[src/rtl/clk_div_prog_multi.sv]
// Multi-channel programmable clock divider: each channel divides clk by a runtime divisor,
// producing a near-50% level, a period-start tick and a running flag, all registered.
module clk_div_prog_multi #(
  parameter int CHANNELS = 4,
  parameter int WIDTH    = 8
) (
  input  logic                      clk,
  input  logic                      reset,
  input  logic [CHANNELS-1:0]       enable,
  input  logic                      sync,
  input  logic [CHANNELS*WIDTH-1:0] div,
  output logic [CHANNELS-1:0]       clk_out,
  output logic [CHANNELS-1:0]       tick,
  output logic [CHANNELS-1:0]       running
);

  localparam logic [WIDTH-1:0] ONE   = WIDTH'(1);
  localparam logic [WIDTH:0]   ONE_X = (WIDTH+1)'(1);

  // High-phase length ceil(D/2); computed one bit wider so D = 2^WIDTH-1 cannot overflow.
  function automatic logic [WIDTH-1:0] high_len(input logic [WIDTH-1:0] d);
    logic [WIDTH:0] sum;
    sum = {1'b0, d} + ONE_X;
    return sum[WIDTH:1];
  endfunction

  for (genvar ch = 0; ch < CHANNELS; ch++) begin : g_ch
    logic [WIDTH-1:0] div_ch;
    logic [WIDTH-1:0] cnt_q, cnt_d;
    logic [WIDTH-1:0] d_q, d_d;
    logic             run_d, clk_d, tick_d, load;

    assign div_ch = div[ch*WIDTH +: WIDTH];

    // Load points: idle (covers enable rise and div=0 re-sampling), sync, or period wrap.
    always_comb begin
      cnt_d  = '0;
      d_d    = d_q;
      run_d  = 1'b0;
      clk_d  = 1'b0;
      tick_d = 1'b0;
      load   = !running[ch] || sync || (cnt_q == d_q - ONE);
      if (!enable[ch]) begin
        d_d = '0;
      end else if (load) begin
        d_d = div_ch;
        if (div_ch != '0) begin
          run_d  = 1'b1;
          clk_d  = 1'b1;
          tick_d = 1'b1;
        end
      end else begin
        cnt_d = cnt_q + ONE;
        run_d = 1'b1;
        clk_d = (cnt_d < high_len(d_q));
      end
    end

    always_ff @(posedge clk or negedge reset) begin
      if (!reset) begin
        cnt_q       <= '0;
        d_q         <= '0;
        running[ch] <= 1'b0;
        clk_out[ch] <= 1'b0;
        tick[ch]    <= 1'b0;
      end else begin
        cnt_q       <= cnt_d;
        d_q         <= d_d;
        running[ch] <= run_d;
        clk_out[ch] <= clk_d;
        tick[ch]    <= tick_d;
      end
    end
  end

endmodule

[config.mk]
export PLATFORM = sky130hd
export DESIGN_NAME = clk_div_prog_multi
export DESIGN_NICKNAME = d
export VERILOG_FILES = /design/src/rtl/clk_div_prog_multi.sv
export SDC_FILE = /design/constraint.sdc
export NUM_CORES = 1
export LEC_CHECK = 0
export CELL_PAD_IN_SITES_DETAIL_PLACEMENT = 1
export CELL_PAD_IN_SITES_GLOBAL_PLACEMENT = 2
export CORE_UTILIZATION = 40
export CTS_BUF_LIST = sky130_fd_sc_hd__clkbuf_8
export CTS_CLUSTER_DIAMETER = 30
export DETAILED_ROUTE_END_ITERATION = 10
export DONT_BUFFER_PORTS = 1
export GPL_TIMING_DRIVEN = 0
export PLACE_DENSITY = 0.78
export SLEW_MARGIN = 20
export SYNTH_ARGS = -nofsm -noshare
export SYNTH_HDL_FRONTEND = slang
export SYNTH_SLANG_ARGS = --single-unit
[constraint.sdc]
create_clock -name clk -period 2.6 [get_ports clk]
set_input_delay 0.52 -clock clk [delete_from_list [all_inputs] [get_ports clk]]
set_output_delay 0.52 -clock clk [all_outputs]
set_load 0.03 [all_outputs]
==> Implementation_results.wiki <==
{| class="wikitable"
! Metric !! Value
|-
| First-pass iteration count of the detailed router || 4
|-
| Area occupied by multi-input gates || between 0.003 and 0.004 mm2
|-
| Count of endpoints failing setup in the final report || 0
|-
| Achievable clock frequency || just over 400 MHz
|-
| Critical-path cell list || inv_1 -> ha_1 -> or3b_4 -> nor3_4 -> xor2_2 -> mux2i_1 -> a311oi_4 -> buf_4 -> mux2i_1
|-
| Area taken by flip-flops and latches || approximately 0.0019 mm2
|-
| First-pass GRT wire length || between 20,000 and 25,000 um
|-
| Average footprint of a synthesized cell || a little over 9 um2
|-
| Worst Hold Slack || 30.8 ps
|-
| Cell type with the highest aggregate area in the netlist || dfrtp_1
|-
| Share of Yosys cell area claimed by the top area cell type || between 30 and 40%
|-
| Remaining Overflow, GRT || 0
|-
| Register-to-register setup slack || 130 ps
|-
| Number of routed nets with antenna violations || 0
|-
| Number of failing hold endpoints at the final stage || 0
|-
| Total placed cells including tap cells || approximately 780
|-
| Floorplan die height || ~120 um
|-
| Final net count || ~700
|-
| Vias in the first global route || ~4,700
|-
| IO Port Bufs || 0
|-
| Slowest-stage cell, CP || dfrtp_2
|-
| Via/cell ratio || between 5 and 6
|-
| Layout-stage area growth over the synthesis result || 10.2%
|-
| Latest clock arrival within the worst-skew pair || around 360 ps
|-
| Ys Warns || 0
|-
| Num CTS Buffers || 9
|-
| Post-Synthesis Net Count || between 600 and 700
|-
| Setup repair after global routing missed its margin || yes
|-
| Cell repeated most along the worst path || mux2i_1
|-
| Worst Hold Class || input pin to asynchronous set/reset pin
|-
| Clock-pin slew of the registers on the worst-case setup and hold paths || 80 ps
|-
| Highest net fanout along the worst path || 9
|-
| Number of enable flip-flop cells after synthesis || 0
|-
| # H-tree levels || 3
|-
| Flip-flop and latch count after synthesis || between 70 and 80
|-
| Number of clock sinks || 76
|-
| Leakage || about 2.8 nW
|-
| DP Wirelength || between 10,000 and 15,000 um
|-
| Number of library cell types mapped by synthesis || 52
|-
| Deepest clock path buffer count || 2
|-
| DRC || 0
|-
| Drt total wl || about 13,000 um
|-
| CP Class || flip-flop to flip-flop
|-
| Global Route Usage Sum || about a fifth
|-
| Leading cell types by total area after synthesis || dfrtp_1 (35%), ha_1 (9.1%), xnor2_1 (8.0%)
|-
| Max Clock Skew || roughly 13 ps
|-
| Worst vdd ir || approximately 0.34 mV
|-
| Antenna violations before repair || 0
|-
| Time the final worst path needs with I/O delays and setup || around 2500 ps
|-
| Actual slew at the worst max-slew pin || a little under 600 ps
|-
| Netlist area before placement || roughly 0.0055 mm2
|-
| Iteration-0 DRC count of the detailed router || between 150 and 200
|-
| Final critical-path share of the clock period || between 90% and 100%
|-
| Post-route setup slack || between 100 and 150 ps
|-
| Row count || 42
|-
| Fraction of layout instances using a drive strength above 1 || around a tenth
|-
| Leading cell types by count after synthesis || nand2_1 (99), dfrtp_1 (76), xnor2_1 (50)
|-
| PD cells || roughly 460 mW/mm2
|-
| CTS Root Cell || clkbuf_8
|-
| Relative slew slack || roughly three fifths
|-
| Required arrival time at the worst endpoint || between 2000 and 3000 ps
|-
| Die Width || between 100 and 150 um
|-
| Mapped Cells || 600
|-
| Critical path data arrival time || roughly 2800 ps
|-
| Asr flop ratio synth || 100%
|-
| Die Footprint || around 0.014 mm2
|-
| Filler cell count in the final layout || between 1,500 and 2,000
|-
| Count of maximum capacitance violations || 0
|-
| Result of the run || complete, no violations
|-
| Cell Count, Final, Fillers Out || 799
|-
| Number of ports placed on the die boundary || between 50 and 60
|-
| Kind of end point of the critical path || flip-flop
|-
| Crit path launch type || flip-flop
|-
| Routed wirelength normalized by instance count || 16.7 um
|-
| Setup Slack @ Placement || -385 ps
|-
| Top_reg_cell synth || dfrtp_1
|-
| Portion of the post-synthesis area used by sequential elements || ~35%
|-
| Via count || around 4,300
|-
| Number of max-slew violations in the final report || 0
|-
| Dominant cell by count in the synthesized netlist || nand2_1
|-
| Largest stage delay on the critical path || roughly 460 ps
|-
| Diodes inserted || 0
|-
| Core region area || around 0.013 mm2
|-
| Initial Utilization || 41.2%
|-
| Final core occ || ~45%
|-
| Maximum number of pins on one net before global-route repair || 77
|-
| Gpl congestion || roughly 0.8
|-
| TritonCTS clock tree || built
|-
| Final total negative setup slack || 0 ps
|}
[registers in the layout, indices dropped and copies added, names as in the netlist]
signal,cells
running,4
tick,4
clk_out,4
g_ch.cnt_q,32
g_ch.d_q,32
[per-stage QoR]
step | instance area, um2 | power, mW
6_report | 6060 | 2.78
3_5_place_dp | 5720 | 1.94
3_3_place_gp | 5720 | 1.92
5_1_grt | 6060 | 2.96
4_1_cts | 5930 | 2.80
2_1_floorplan | 5500 | 1.80
[report_power, final]
part | total [mW] | internal, mW | leakage [nW] | switching [mW]
sequential | 1.33 | 1.24 | 1.00 | 0.0949
combinational | 0.649 | 0.282 | 1.67 | 0.367
clock | 0.800 | 0.354 | 0.0890 | 0.446
[routing by layer]
| metal | part of all wire (%) | up-vias | global-route usage [%] |
|---|---|---|---|
| li1 | - | 2101 | - |
| met1 | 47 | 2099 | 26.5 |
| met2 | 49 | 48 | 34.1 |
| met3 | 2.6 | 12 | 3.88 |
| met4 | 1.3 | 0 | 5.70 |
| met5 | 0 | - | 0 |
[cells by family (layout without fill, tap and decap cells)]
family / count (synthesis) / after routing / share of synthesized area (%)
xor gates and xnor gates: 89 / 89 / 14.3
AOI/OAI and AO/OA: 60 / 60 / 8.12
buffers and inverters: 50 / 73 / 4.71
and+or+nand+nor: 246 / 246 / 22.1
adders and majority gates: 40 / 40 / 9.10
muxes: 39 / 39 / 7.10
DFF: 76 / 76 / 34.6
[cells in the final DEF, fill, tap and decap left out, types with 3 or more instances in the layout]
cell type	count
ha_1	39
a31oi_1	5
o211ai_1	5
clkbuf_8	13
nor3_2	3
dfrtp_2	4
buf_2	4
nor2_1	29
a2111oi_1	3
a21boi_0	4
xnor2_1	50
clkinv_2	3
xor2_1	38
and3_1	26
clkbuf_1	11
inv_1	17
a21oi_1	7
buf_6	3
dfrtp_1	72
nand4_1	8
buf_4	14
nor4_1	7
nand2_1	99
nor2b_1	13
o21a_1	5
nand3_1	26
buf_1	3
nor3_1	13
o21ai_0	14
mux2i_1	39
nand2b_1	3
[final timing paths]
path / start / end / depth (start not counted)
min reg2reg: g_ch[1].cnt_q[0] / g_ch[1].cnt_q[0] / 1
max: g_ch[2].d_q[0] / g_ch[2].d_q[0] / 9
max reg2reg: g_ch[2].d_q[0] / g_ch[2].d_q[0] / 9
max in group asynchronous: reset / g_ch[2].d_q[1] / 1
min: reset / running[1] / 1
min in group clk: div[9] / g_ch[1].d_q[1] / 2
[cell type report]
| type | instances | share of cell area, % |
|---|---|---|
| flip-flops and latches | 76 | 31.5 |
| inverters | 16 | 0.991 |
| clock inverters | 4 | 0.310 |
| plain buffers | 30 | 3.14 |
| clock buffers | 10 | 2.27 |
| multi-input cells | 474 | 56.3 |
| well taps | 176 | 3.63 |
| repair buffers | 13 | 1.94 |
[critical path, delay by kind of cell (launching register included)]
kind	cells	cell delay, ps
adders and majority gates	1	190
DFF	1	460
and+or+nand+nor	2	580
buffers and inverters	2	340
AOI/OAI and AO/OA	1	350
muxes	2	310
xor gates and xnor gates	1	160
[what timing repair did]
action                     4_1_cts  5_1_grt
resized for setup                8       19
cloned                           0        1
pin swaps                        1        4
hold buffers                     1        0
setup buffers                    1       10
hold endpoints to repair        76        0
setup endpoints to repair       27       38
Power figures use the tool's default switching activity.
==> patch 1: new RTL, same settings <==
Register the output `tick` once more, cleared by the reset; this adds one clock of latency there. The other outputs are not delayed to match. Comments in the files are not updated.
--- a/src/rtl/clk_div_prog_multi.sv
+++ b/src/rtl/clk_div_prog_multi.sv
@@ -16,6 +16,8 @@
 
   localparam logic [WIDTH-1:0] ONE   = WIDTH'(1);
   localparam logic [WIDTH:0]   ONE_X = (WIDTH+1)'(1);
+
+  logic [CHANNELS-1:0] tick_s0;
 
   // High-phase length ceil(D/2); computed one bit wider so D = 2^WIDTH-1 cannot overflow.
   function automatic logic [WIDTH-1:0] high_len(input logic [WIDTH-1:0] d);
@@ -62,14 +64,22 @@
         d_q         <= '0;
         running[ch] <= 1'b0;
         clk_out[ch] <= 1'b0;
-        tick[ch]    <= 1'b0;
+        tick_s0[ch]    <= 1'b0;
       end else begin
         cnt_q       <= cnt_d;
         d_q         <= d_d;
         running[ch] <= run_d;
         clk_out[ch] <= clk_d;
-        tick[ch]    <= tick_d;
+        tick_s0[ch]    <= tick_d;
       end
+    end
+  end
+
+  always_ff @(posedge clk or negedge reset) begin
+    if (!reset) begin
+      tick <= '0;
+    end else begin
+      tick <= tick_s0;
     end
   end
 
Formal check against the unedited RTL: not equivalent (a bounded check fails within 4 cycles, from zero or initial values and one cycle with reset low).
==> patch 1 against the original RTL <==
Routed wire length grew 4.7%. Design area grew 3.3%. Synthesized area increased by 1.8%. Count of clock-buffer cells in the layout grew 3. Sequential cell count grew 4. Cell count rose by 1.0%. Worst setup slack got worse by 0.047 ns. Total power increased by 14%. First-iteration DRC count decreased by 51%.
==> patch 1: results (changes against the original RTL) <==
- The mean post-synth cell area came to 9.27 µm² (+1.1%).
* Share of synthesized area occupied by flip-flops and latches: 35.7% (+1.2 points)
- The weighted congestion reported at the end of routability-driven placement came to 0.810 (+0.26%).
- Number of fill cells in the layout: 1594 (+0.44%)
* Non-clk buf share: 5.35% (+0.28 points)
- The non-clock buffer count in the final layout came to 46 (+7.0%).
- The post-synthesis net count was 683 (+0.59%).
- First-pass GRT wire length: 23.5 mm (+3.1%)
- Non-filler cells in the finished layout: 807 (+1.0%)
- DP Cell Count: 780 (+0.52%)
- The setup slack on the worst flop-to-flop path came to 0.08 ns (-0.05 ns).
- Pin count of the biggest net entering global routing: 81 (+5.2%)
- Seq/total area: 32.1% (+0.63 points)
- Die Footprint: 14500 µm² (+1.8%)
- The clock network area share was 3.82% (+1.2 points).
- Data arrival time of the critical path: 2.81 ns (+0.06 ns)
- The pre-CTS worst setup slack is -0.259 ns (+0.126 ns).
* Sum of routed wire length over all layers: 14.0 mm (+4.7%)
- The number of nets in the final layout was 706 (+1.0%).
- Leading cell types by count after synthesis: 99 x sky130_fd_sc_hd__nand2_1, 80 x sky130_fd_sc_hd__dfrtp_1, 50 x sky130_fd_sc_hd__xnor2_1
- Area of combinational cells with multiple inputs: 3400 µm² (-0.33%)
* Worst hold slack after final layout: 0.0398 ns (+0.00896 ns)
- The flow ran to the end, and the final reports show no timing, DRC or antenna violations.
* Relative max-transition margin: 63.9% (+3.6 points)
- The post-placement cell area was 5820 µm² (+1.7%).
* Cells resized by post-CTS repair: 9 (+1)
- The largest clock skew in the final design came to 0.0108 ns (-0.00228 ns).
* Internal power: 0.00223 W (+19%)
* Relative contribution of combinational cells to total power: 20.4% (-2.9 points)
* Tot GR Track Use: 20.8% (+0.48 points)
- From synthesis to final layout, the design area changed by 11.8%.
- Detail-routed via count per cell: 5.35 (+0.29%)
- The initial DRC count was 93 (-51%).
- The final-layout clock buffer total came to 13 (+3).
- The half-perimeter wire length after detailed placement came to 10.4 mm (+3.2%).
-- patch 1: changes by cell type in the layout (fill, tap and decap cells not counted), moves of 2 or more --
| cell | before | now |
|---|---|---|
| sky130_fd_sc_hd__bufinv_16 | 0 | 2 |
| sky130_fd_sc_hd__clkbuf_2 | 2 | 4 |
| sky130_fd_sc_hd__clkbuf_8 | 13 | 16 |
| sky130_fd_sc_hd__dfrtp_1 | 72 | 74 |
| sky130_fd_sc_hd__a2111oi_1 | 3 | 1 |
| sky130_fd_sc_hd__dfrtp_2 | 4 | 6 |
| sky130_fd_sc_hd__inv_2 | 0 | 2 |
| sky130_fd_sc_hd__clkinv_2 | 3 | 0 |
| sky130_fd_sc_hd__a2111oi_0 | 0 | 2 |
| sky130_fd_sc_hd__inv_1 | 17 | 14 |
-- patch 1: worst max path at each step --
stage	end	slack, ns
2_1_floorplan	running[2]	0.30
3_3_place_gp	clk_out[0]	-0.26
3_5_place_dp	clk_out[0]	-0.26
4_1_cts	g_ch[2].d_q[1]	0.005
5_1_grt	clk_out[1]	-0.02
6_report	g_ch[2].d_q[0]	0.08
-- patch 1: routing by layer --
metal  GRT usage (%)  vias to the layer above  wire [µm]
met3            3.92                       15        362
met4            6.02                        0        186
met5               0                        -          0
li1                -                     2125          -
met1            27.3                     2130       6730
met2            34.8                       45       6700
-- patch 1: kinds of logic (layout without fill, tap and decap cells) --
| group | after synthesis | after routing | share of synthesized area (%) |
|---|---|---|---|
| adders and majority gates | 40 | 40 | 8.94 |
| muxes | 39 | 39 | 6.97 |
| DFF | 80 | 80 | 35.7 |
| buffers and inverters | 50 | 77 | 4.62 |
| xor gates and xnor gates | 89 | 89 | 14.1 |
| AOI/OAI and AO/OA | 60 | 60 | 7.98 |
| and+or+nand+nor | 246 | 246 | 21.7 |
==> patch 2: new RTL, same flow settings <==
Without the edit above. The parameter `CHANNELS` goes from 4 to 2.
--- a/src/rtl/clk_div_prog_multi.sv
+++ b/src/rtl/clk_div_prog_multi.sv
@@ -1,7 +1,7 @@
 // Multi-channel programmable clock divider: each channel divides clk by a runtime divisor,
 // producing a near-50% level, a period-start tick and a running flag, all registered.
 module clk_div_prog_multi #(
-  parameter int CHANNELS = 4,
+  parameter int CHANNELS = 2,
   parameter int WIDTH    = 8
 ) (
   input  logic                      clk,
Ports: changed (5 resized); port bits go from 51 to 27. The function was not compared with the original's and may differ.
==> patch 2 against the original RTL <==
Total power fell by 43%. Via count fell by 52%. Sequential share of layout area fell by 0.21 points. Worst setup slack improved by 0.042 ns. Sequential cell count fell by 38. Synthesized area fell by 49%. Routed wire length fell by 52%. Global-route usage fell by 1.2 points. Clock skew fell by 0.0081 ns. Die area fell by 49%. Design area fell by 50%. Critical endpoint is now g_ch[0].d_q[4]. Highest routed layer unchanged.
==> patch 2: results (changes against the original RTL) <==
* Layout clock area frac: 4.68% (+2.1 points)
- Fraction of the mapped netlist area in adder cells: 9.00% (-0.094 points)
- The total number of clock tree sinks came to 38 (-50%).
- Final net count: 345 (-51%)
* Depth of the worst register-to-register path: 8 (-1)
* Routed met1 length: 3.51 mm (-45%)
- The pin count of the biggest net entering global routing came to 39 (-49%).
* Post-synthesis mux area share: 6.53% (-0.57 points)
- The share of layout cells above drive strength 1 was 13.8% (+3.2 points).
- The initial DRC count is 69 (-64%).
- The clock period minus final worst setup slack came to 2.43 ns (-0.0422 ns).
- Tracing the worst setup path back leads to its startpoint at g_ch[0].d_q[3].
* Data arrival time of the critical path: 2.64 ns (-0.11 ns)
- Maximum level of the CTS H-tree: 2 (-1)
* Clock buffer instance count of the final layout: 6 (-4)
* Net count of the mapped netlist: 337 (-50%)
- CP max FO: 10 (+1)
* Distinct cell type count after synthesis: 49 (-5.8%)
- The biggest cell delay along the critical path was 0.57 ns (+0.11 ns).
- Tot GR Track Use: 19.1% (-1.2 points)
- Mean area per synthesized cell: 9.39 µm² (+2.4%)
* Multi-In Gates: 232 (-51%)
- First-pass GRT wire length: 10.8 mm (-53%)
- The cell count after placement came to 376 (-52%).
- The met2 layer wire length in the routed design came to 2.56 mm (-61%).
* Registers with the most flip-flops: g_ch.cnt_q (16), g_ch.d_q (16)
* Relative max-transition margin: 58.0% (-2.3 points)
* Peak supply drop: 370 µV (+10%)
* Worst hold slack after final layout: 0.0613 ns (+0.0305 ns)
- Proportion of power drawn by flip-flops and latches: 41.7% (-6.2 points)
* Endpoint of the most critical setup path: g_ch[0].d_q[4]
- The routing usage on met2 is 27.2% (-6.9 points).
* Sequential cell area: 953 µm² (-50%)
- The met1 global-route usage came to 29.5% (+3.0 points).
- Area of combinational cells with multiple inputs: 1690 µm² (-51%)
- Outcome: completed
- The leakage power summed over all cells came to 1.42 nW (-48%).
- Sw Share: 27.2% (-5.4 points)
* Number of CTS-inserted buffers: 5 (-4)
* Synth Area in XOR/XNOR: 14.8% (+0.46 points)
- The largest clock skew in the final design was 0.00503 ns (-0.00806 ns).
- The proportion of final cell area spent on non-clock buffers was 4.68% (-0.40 points).
* Latest clock arrival within the worst-skew pair: 0.29 ns (-0.07 ns)
- The number of standard cells in the layout, taps in and fillers out came to 385 (-52%).
- In the synthesized netlist, the cells that appear most often are 47 x sky130_fd_sc_hd__nand2_1, 38 x sky130_fd_sc_hd__dfrtp_1, 23 x sky130_fd_sc_hd__xor2_1.
* Global-route met3 utilization: 3.89% (+0.012 points)
* Share of synthesized area occupied by flip-flops and latches: 34.2% (-0.36 points)
* Relative contribution of combinational cells to total power: 17.5% (-5.8 points)
- Cell with the largest stage delay on the worst path: sky130_fd_sc_hd__a311oi_4
- Number of fill cells in the layout: 787 (-50%)
- Area after DPL: 2880 µm² (-50%)
* Power density normalized to cell area: 516 nW/µm² (+12%)
* Mean routed wirelength per cell: 16.7 µm (about the same)
- The synthesized-area fraction occupied by ao, oa, aoi and oai cells was 7.20% (-0.92 points).
- Summed instance area of the synthesized netlist: 2780 µm² (-49%)
-- patch 2: cell count changes after synthesis, moves of 8 or more --
cell                       change
sky130_fd_sc_hd__nor2b_1      -12
sky130_fd_sc_hd__ha_1         -20
sky130_fd_sc_hd__xnor2_1      -28
sky130_fd_sc_hd__nand2_1      -52
sky130_fd_sc_hd__o21ai_0       -8
sky130_fd_sc_hd__inv_1         -9
sky130_fd_sc_hd__nand3_1       -8
sky130_fd_sc_hd__dfrtp_1      -38
sky130_fd_sc_hd__mux2i_1      -22
sky130_fd_sc_hd__nor3_1        -9
sky130_fd_sc_hd__nor2_1       -22
sky130_fd_sc_hd__and3_1       -17
sky130_fd_sc_hd__xor2_1       -15
sky130_fd_sc_hd__clkbuf_1     -14
-- patch 2: timing repair --
action,CTS,global route
gates resized for setup,0,5
endpoints found under the setup margin,0,11
hold endpoints to repair,38,0
setup buffers,0,0
hold buffers,1,0
